### src/rtl/bin_to_bcd_seq_if.sv
// Handshake and result bundle between a requester and the binary-to-BCD converter.
interface bin_to_bcd_seq_if #(
    parameter int unsigned WIDTH  = 8,
    parameter int unsigned DIGITS = 3
);
    logic                start;
    logic [WIDTH-1:0]    bin;
    logic                busy;
    logic                done;
    logic [4*DIGITS-1:0] bcd;
    logic                overflow;

    modport master (
        output start,
        output bin,
        input  busy,
        input  done,
        input  bcd,
        input  overflow
    );

    modport slave (
        input  start,
        input  bin,
        output busy,
        output done,
        output bcd,
        output overflow
    );
endinterface

### src/rtl/bin_to_bcd_seq.sv
// Sequential double-dabble converter: unsigned binary in, packed BCD digits out
// (4'hF = blank digit for the downstream 7-segment decoders).
module bin_to_bcd_seq #(
    parameter int unsigned WIDTH    = 8,
    parameter int unsigned DIGITS   = 3,
    parameter bit          BLANK_LZ = 1'b1
) (
    input  logic            clk,
    input  logic            rst_n,
    bin_to_bcd_seq_if.slave bus
);

    // Number of decimal digits needed for 2^w-1.
    function automatic int unsigned dec_digits(input int unsigned w);
        longint unsigned v;
        int unsigned     n;
        v = (64'd1 << w) - 64'd1;
        n = 1;
        while (v >= 64'd10) begin
            v = v / 64'd10;
            n = n + 1;
        end
        return n;
    endfunction

    localparam int unsigned SD = dec_digits(WIDTH);          // scratch digits
    localparam int unsigned ND = (SD > DIGITS) ? SD : DIGITS; // formatting span
    localparam int unsigned SW = 4 * SD;
    localparam int unsigned EW = 4 * ND;
    localparam int unsigned OW = 4 * DIGITS;
    localparam int unsigned CW = $clog2(WIDTH + 1);

    typedef enum logic {
        IDLE,
        SHIFT
    } state_t;

    state_t          state_q, state_d;
    logic [WIDTH-1:0] sreg_q, sreg_d, sreg_step;
    logic [SW-1:0]   scr_q, scr_d, scr_adj, scr_step;
    logic [CW-1:0]   cnt_q, cnt_d;
    logic [OW-1:0]   bcd_q, bcd_d;
    logic            ovf_q, ovf_d;
    logic            done_q, done_d;

    logic [EW-1:0]   ext;
    logic [OW-1:0]   fmt;
    logic            ovf_calc;
    logic            lead;

    // State and datapath registers with synchronous active-low reset.
    always_ff @(posedge clk) begin
        if (!rst_n) begin
            state_q <= IDLE;
            sreg_q  <= '0;
            scr_q   <= '0;
            cnt_q   <= '0;
            bcd_q   <= '1;
            ovf_q   <= 1'b0;
            done_q  <= 1'b0;
        end else begin
            state_q <= state_d;
            sreg_q  <= sreg_d;
            scr_q   <= scr_d;
            cnt_q   <= cnt_d;
            bcd_q   <= bcd_d;
            ovf_q   <= ovf_d;
            done_q  <= done_d;
        end
    end

    // Next-state logic: one add-3/shift step per cycle; the last step's value
    // is formatted (overflow, leading-zero blanking) and written to the output.
    always_comb begin
        state_d  = state_q;
        sreg_d   = sreg_q;
        scr_d    = scr_q;
        cnt_d    = cnt_q;
        bcd_d    = bcd_q;
        ovf_d    = ovf_q;
        done_d   = 1'b0;

        scr_adj = scr_q;
        for (int unsigned i = 0; i < SD; i++) begin
            if (scr_adj[4*i +: 4] >= 4'd5) begin
                scr_adj[4*i +: 4] = scr_adj[4*i +: 4] + 4'd3;
            end
        end
        {scr_step, sreg_step} = {scr_adj, sreg_q} << 1;

        ext      = EW'(scr_step);
        ovf_calc = 1'b0;
        for (int unsigned i = DIGITS; i < ND; i++) begin
            ovf_calc = ovf_calc | (|ext[4*i +: 4]);
        end

        // Blank zeros from the top down until the first nonzero digit; digit 0 always shows.
        fmt  = ext[OW-1:0];
        lead = BLANK_LZ;
        for (int unsigned k = 0; k + 1 < DIGITS; k++) begin
            if (lead && (fmt[4*(DIGITS-1-k) +: 4] == 4'd0)) begin
                fmt[4*(DIGITS-1-k) +: 4] = 4'hF;
            end else begin
                lead = 1'b0;
            end
        end
        if (ovf_calc) begin
            fmt = '1;
        end

        case (state_q)
            IDLE: begin
                if (bus.start) begin
                    sreg_d  = bus.bin;
                    scr_d   = '0;
                    cnt_d   = '0;
                    state_d = SHIFT;
                end
            end
            SHIFT: begin
                scr_d  = scr_step;
                sreg_d = sreg_step;
                cnt_d  = cnt_q + CW'(1);
                if (cnt_q == CW'(WIDTH - 1)) begin
                    bcd_d   = fmt;
                    ovf_d   = ovf_calc;
                    done_d  = 1'b1;
                    state_d = IDLE;
                end
            end
            default: state_d = IDLE;
        endcase
    end

    assign bus.busy     = (state_q == SHIFT);
    assign bus.done     = done_q;
    assign bus.bcd      = bcd_q;
    assign bus.overflow = ovf_q;

endmodule
### src/flat_wrapper.sv
// flat-port wrapper written by rule: the top's interface ports become plain ports
module bin_to_bcd_seq_flat 
#(
    parameter int unsigned WIDTH    = 8,
    parameter int unsigned DIGITS   = 3,
    parameter bit          BLANK_LZ = 1'b1
)
  (clk, rst_n, bus_start, bus_bin, bus_busy, bus_done, bus_bcd, bus_overflow);
  bin_to_bcd_seq_if #(.WIDTH(WIDTH), .DIGITS(DIGITS)) bus_i ();
  input  logic clk;
  input  logic rst_n;
  input wire logic [$bits(bus_i.start)-1:0] bus_start;
  input wire logic [$bits(bus_i.bin)-1:0] bus_bin;
  output wire logic [$bits(bus_i.busy)-1:0] bus_busy;
  output wire logic [$bits(bus_i.done)-1:0] bus_done;
  output wire logic [$bits(bus_i.bcd)-1:0] bus_bcd;
  output wire logic [$bits(bus_i.overflow)-1:0] bus_overflow;
  assign bus_i.start = bus_start;
  assign bus_i.bin = bus_bin;
  assign bus_busy = bus_i.busy;
  assign bus_done = bus_i.done;
  assign bus_bcd = bus_i.bcd;
  assign bus_overflow = bus_i.overflow;
  bin_to_bcd_seq #(.WIDTH(WIDTH), .DIGITS(DIGITS), .BLANK_LZ(BLANK_LZ)) u_core (.clk(clk), .rst_n(rst_n), .bus(bus_i));
endmodule
### config.mk
export PLATFORM = sky130hd
export DESIGN_NAME = bin_to_bcd_seq_flat
export DESIGN_NICKNAME = d
export VERILOG_FILES = /design/src/rtl/bin_to_bcd_seq_if.sv /design/src/rtl/bin_to_bcd_seq.sv /design/src/flat_wrapper.sv
export SDC_FILE = /design/constraint.sdc
export NUM_CORES = 1
export LEC_CHECK = 0
export CORE_MARGIN = 2
export CORE_UTILIZATION = 30
export CTS_CLUSTER_SIZE = 25
export DETAILED_ROUTE_END_ITERATION = 8
export HOLD_SLACK_MARGIN = 0.05
export PLACE_DENSITY = 0.6
export SYNTH_ARGS = -nofsm -noshare
export SYNTH_HDL_FRONTEND = slang
export SYNTH_SLANG_ARGS = --single-unit
### constraint.sdc
create_clock -name clk -period 4.1 [get_ports clk]
set_input_delay 1.23 -clock clk [delete_from_list [all_inputs] [get_ports clk]]
set_output_delay 1.23 -clock clk [all_outputs]
set_load 0.02 [all_outputs]
Word level (Yosys, flattened, before mapping)
Index checks and enable logic that the tools add are counted.
{ "op_classes": {"add_sub_neg": 4, "order_cmp": 3, "n_eq_ne": 2, "n_mux": 16, "bitwise_logic": 1, "reduce_logical": 5} }
{ "ops": {"columns": ["op", "n"], "rows": [
  ["$pmux W12 S2", 1],
  ["$mux W4", 5],
  ["$pmux W8 S2", 1],
  ["$ge A4 B3 Y1 const B", 3],
  ["$mux W12", 1],
  ["$add A4 B2 Y4 const B", 2],
  ["$logic_not A4 Y1", 2],
  ["$mux W8", 1],
  ["$pmux W4 S2", 1],
  ["$add A4 B1 Y4 const B", 1],
  ["$eq A4 B3 Y1 const B", 1],
  ["$mux W1", 4],
  ["$reduce_and A2 Y1", 2],
  ["$add A3 B2 Y3 const B", 1],
  ["$mux W3", 1],
  ["$ne A2 B2 Y1 const B", 1],
  ["$pmux W1 S2", 1],
  ["$logic_and A1 B1 Y1", 1],
  ["$not A1 Y1", 1]
]} }
{ "word_totals": {"reg_bits": 38, "inputBits": 11} }

Depth between registers and ports, before layout
{ "depth": {"depth_word": 6, "ltp_mapped": 7, "depth_no_buf": 7} }

Least setup slack after synthesis
Ideal clock, no wire load.
{ "synth_timing": {"kind": "input to register", "start": "input bus_start", "end": "register u_core.sreg_q[1]", "setup_ns": 0.115, "arrival_ns": 2.039, "t_required_ns": 3.985, "slack_ns": 1.946, "cell_stages": 4, "n_path_buf": 1, "cell_sequence": "clkbuf_1 mux2i_1 o21ai_0 and2_1"} }
{ "synth_between": {"elab_chain_cells": 1} }
{ "synth_lines": {"columns": ["element", "line", "rtl"], "rows": [
  ["start, declared", "flat_wrapper.sv:12", "input wire logic [$bits(bus_i.start)-1:0] bus_start;"],
  ["$ne A2 B2 Y1 (no source line)", null, null],
  ["end signal, assigned", "bin_to_bcd_seq.sv:63", "sreg_q <= sreg_d;"],
  ["end, declared", "bin_to_bcd_seq.sv:39", "logic [WIDTH-1:0] sreg_q, sreg_d, sreg_step;"]
]} }
Every way passes these cells.
A chain may end at the register's enable or synchronous reset.

Worst setup path in the final report
{ "layout_timing": {"start": "register u_core.state_q (netlist: u_core.bus.busy)", "end": "output bus_busy"} }
{ "layout_lines": {"columns": ["element", "line", "rtl"], "rows": [
  ["start, declared", "bin_to_bcd_seq.sv:38", "state_t state_q, state_d;"],
  ["start signal, assigned", "bin_to_bcd_seq.sv:62", "state_q <= state_d;"],
  ["end, declared", "flat_wrapper.sv:14", "output wire logic [$bits(bus_i.busy)-1:0] bus_busy;"]
]} }
No word-level cell between the ends.

==> flow_summary.json <==
{
  "status": "completed",
  "rows": 29,
  "seqCellArea_um2": 761,
  "cap_viol_max_count": 0,
  "first_iter_violations": 44,
  "initial_core_util_pct": 30.9,
  "post_synth_num_cell_types": 45,
  "syn_avg_cell_area_um2": 8.81,
  "postCtsSetupBuffers": 0,
  "drv_slew": 0,
  "nets": 260,
  "ir_drop_uv": 146,
  "path_clk_slew_ns": 0.07,
  "clk_path_buf_depth": 2,
  "achievable-frequency_mhz": 343,
  "setup.worst_path.start_class": "flip-flop",
  "max_slew_margin_pct": 36.5,
  "yosys_warnings": 0,
  "cp_data_arrival_time_ns": 1.68,
  "crit_slowest_cell": "clkdlybuf4s50_1",
  "layout.cells.non_filler": 320,
  "synth_edf_count": 0,
  "ys.flop_type": "dfxtp_1",
  "cts_tree": "built",
  "postSynthCellCount": 223,
  "multi_input_area_um2": 1100,
  "num-fill-cells": 633,
  "viasPerCell": 4.92,
  "tns_ns": 0,
  "setup_viol_count_final": 0,
  "dieArea_um2": 7210,
  "n_antenna_cell": 0,
  "dp_cells": 312,
  "cts_buffers": 5,
  "clockRootBuffer": "clkbuf_8",
  "postCtsResizedCells": 0,
  "grt_pass1_wl_mm": 6.78,
  "ys_seq_area_share_pct": 38.7,
  "finClkSkew_ns": 0.00757,
  "async_flop_share_pct": 0,
  "grt_setup_unrepaired": "no",
  "p_leak_nw": 0.870,
  "first_pass_iters": 4,
  "fin_ws_ns": 1.19,
  "cellPowerDensity_nw_per_um2": 297,
  "hp-class": "reg2reg",
  "period_needed_ns": 2.91,
  "first_global_vias": 1492,
  "post_drt_wl_per_cell_um": 12.0,
  "drtAntennaViolNets": 0,
  "gp_congestion": 0.836,
  "drc_errors": 0,
  "die_w_um": 84.9,
  "final.period_utilization_pct": 71.0,
  "crit_type": "reg2out",
  "crit_path_max_incr_delay_ns": 0.69,
  "hold_viol_final": 0,
  "num_vias": 1574,
  "synth_area_um2": 1960,
  "yosys_register_bits": 38,
  "dp_hpwl_mm": 2.75,
  "drive_above_1_share_pct": 7.82,
  "cts_num_sinks": 38,
  "crit_required_ns": 2.87,
  "insertion_delay_ns": 0.29,
  "grt_max_degree": 50,
  "crit_chain": "buf_4, clkdlybuf4s50_1",
  "fp.dieH_um": 84.9,
  "htree_levels": 2,
  "end_kind": "primary output",
  "portBuffers": 24,
  "area_delta_synth_final_pct": 19.0,
  "pre_cts_ws_ns": 0.976,
  "antenna_found_initial": 0,
  "cts_hold_buf": 0,
  "routed_wl_mm": 3.85,
  "core_um2": 6350,
  "io_pins": 26,
  "worst_pin_slew_ns": 0.950,
  "cp_max_fo": 49,
  "track_usage_pct": 11.6,
  "synth_nets": 241,
  "overflow": 0
}
## layer usage
metal | up-vias | part of all wire [%] | GRT usage (%)
li1 | 815 | - | -
met1 | 721 | 47 | 14.3
met2 | 31 | 47 | 19.4
met3 | 7 | 4.0 | 2.43
met4 | 0 | 1.9 | 5.63
met5 | - | 0 | 0
## metrics by stage
step | instance area (µm²) | util, % | power [mW] | hold slack (ns)
2_1_floorplan | 1960 | - | 0.423 | 0.443
4_1_cts | 2340 | 36.8 | 0.703 | 0.474
5_1_grt | 2340 | 36.8 | 0.733 | 0.502
3_3_place_gp | 2250 | 35.4 | 0.441 | 0.462
3_5_place_dp | 2250 | 35.4 | 0.441 | 0.455
6_report | 2340 | 36.8 | 0.694 | 0.468
## worst max-delay path, delay by kind of cell (launching register included)
| family | cells | cell delay (ns) |
|---|---|---|
| buf+inv | 2 | 1.07 |
| flops | 1 | 0.31 |
## layout make-up
cell class | count | share of cell area, %
multi-input cells | 161 | 46.9
flip-flops and latches | 38 | 32.5
repair buffers | 26 | 10.9
well taps | 77 | 4.12
clock buffers | 7 | 3.69
inverters | 10 | 1.61
clock inverters | 1 | 0.214
## synth_stat cells (4+ instances only)
library cell,count,area [µm²]
o21ai_0,15,75.1
dfxtp_1,38,761
inv_1,10,37.5
nor3_1,8,40.0
o32a_1,4,40.0
ha_1,7,87.6
nand3_1,4,20.0
nor2b_1,13,81.3
mux2i_1,11,110
nor3b_1,11,82.6
clkbuf_1,8,30.0
nor2_1,10,37.5
nand2b_1,5,31.3
nand2_1,13,48.8
xnor2_1,5,43.8
and2_1,7,43.8
a21oi_1,17,85.1
## report_power, final
group | switching (mW) | internal, mW
registers | 0.00397 | 0.376
logic | 0.0277 | 0.0248
clock network | 0.126 | 0.136
total | 0.158 | 0.536
## path summary, 6_finish.rpt
kind	depth (start not counted)	start	end	slack [ns]
worst max-delay path	2	u_core.bus.busy	bus_busy	1.19
worst min-delay path	1	u_core.bus.bcd[2]	u_core.bus.bcd[2]	0.47
worst max register to register	6	u_core.bus.busy	u_core.bus.bcd[7]	2.02
worst min register to register	1	u_core.bus.bcd[2]	u_core.bus.bcd[2]	0.47
## registers in the layout, summed over array words and instances, names as in the netlist
register,count
u_core.bus.bcd,12
u_core.scr_q,12
u_core.sreg_q,8
u_core.cnt_q,4
u_core.bus.busy,1
u_core.bus.done,1
## cell families after synthesis
kind of cell    count (synthesis)  share of synthesized area [%]
compound gates                 57                           19.9
xor+xnor                        5                           2.23
fa+ha+maj                       7                           4.46
buf+inv                        24                           5.41
flops                          38                           38.7
mux                            11                           5.61
other cells                     1                          0.191
simple gates                   80                           23.5
## placed cells by master (no fill, tap or decap), drive strengths merged, types with 8 or more instances in the layout
cell type	netlist	final
a21oi	19	19
and2	8	8
clkdlybuf4s50	0	24
dfxtp	38	38
inv	10	10
mux2i	11	11
nand2	14	14
nor2	10	10
nor2b	13	13
nor3	9	9
nor3b	11	11
o21ai	16	16
Note: power is estimated with default switching activity, not from simulation.
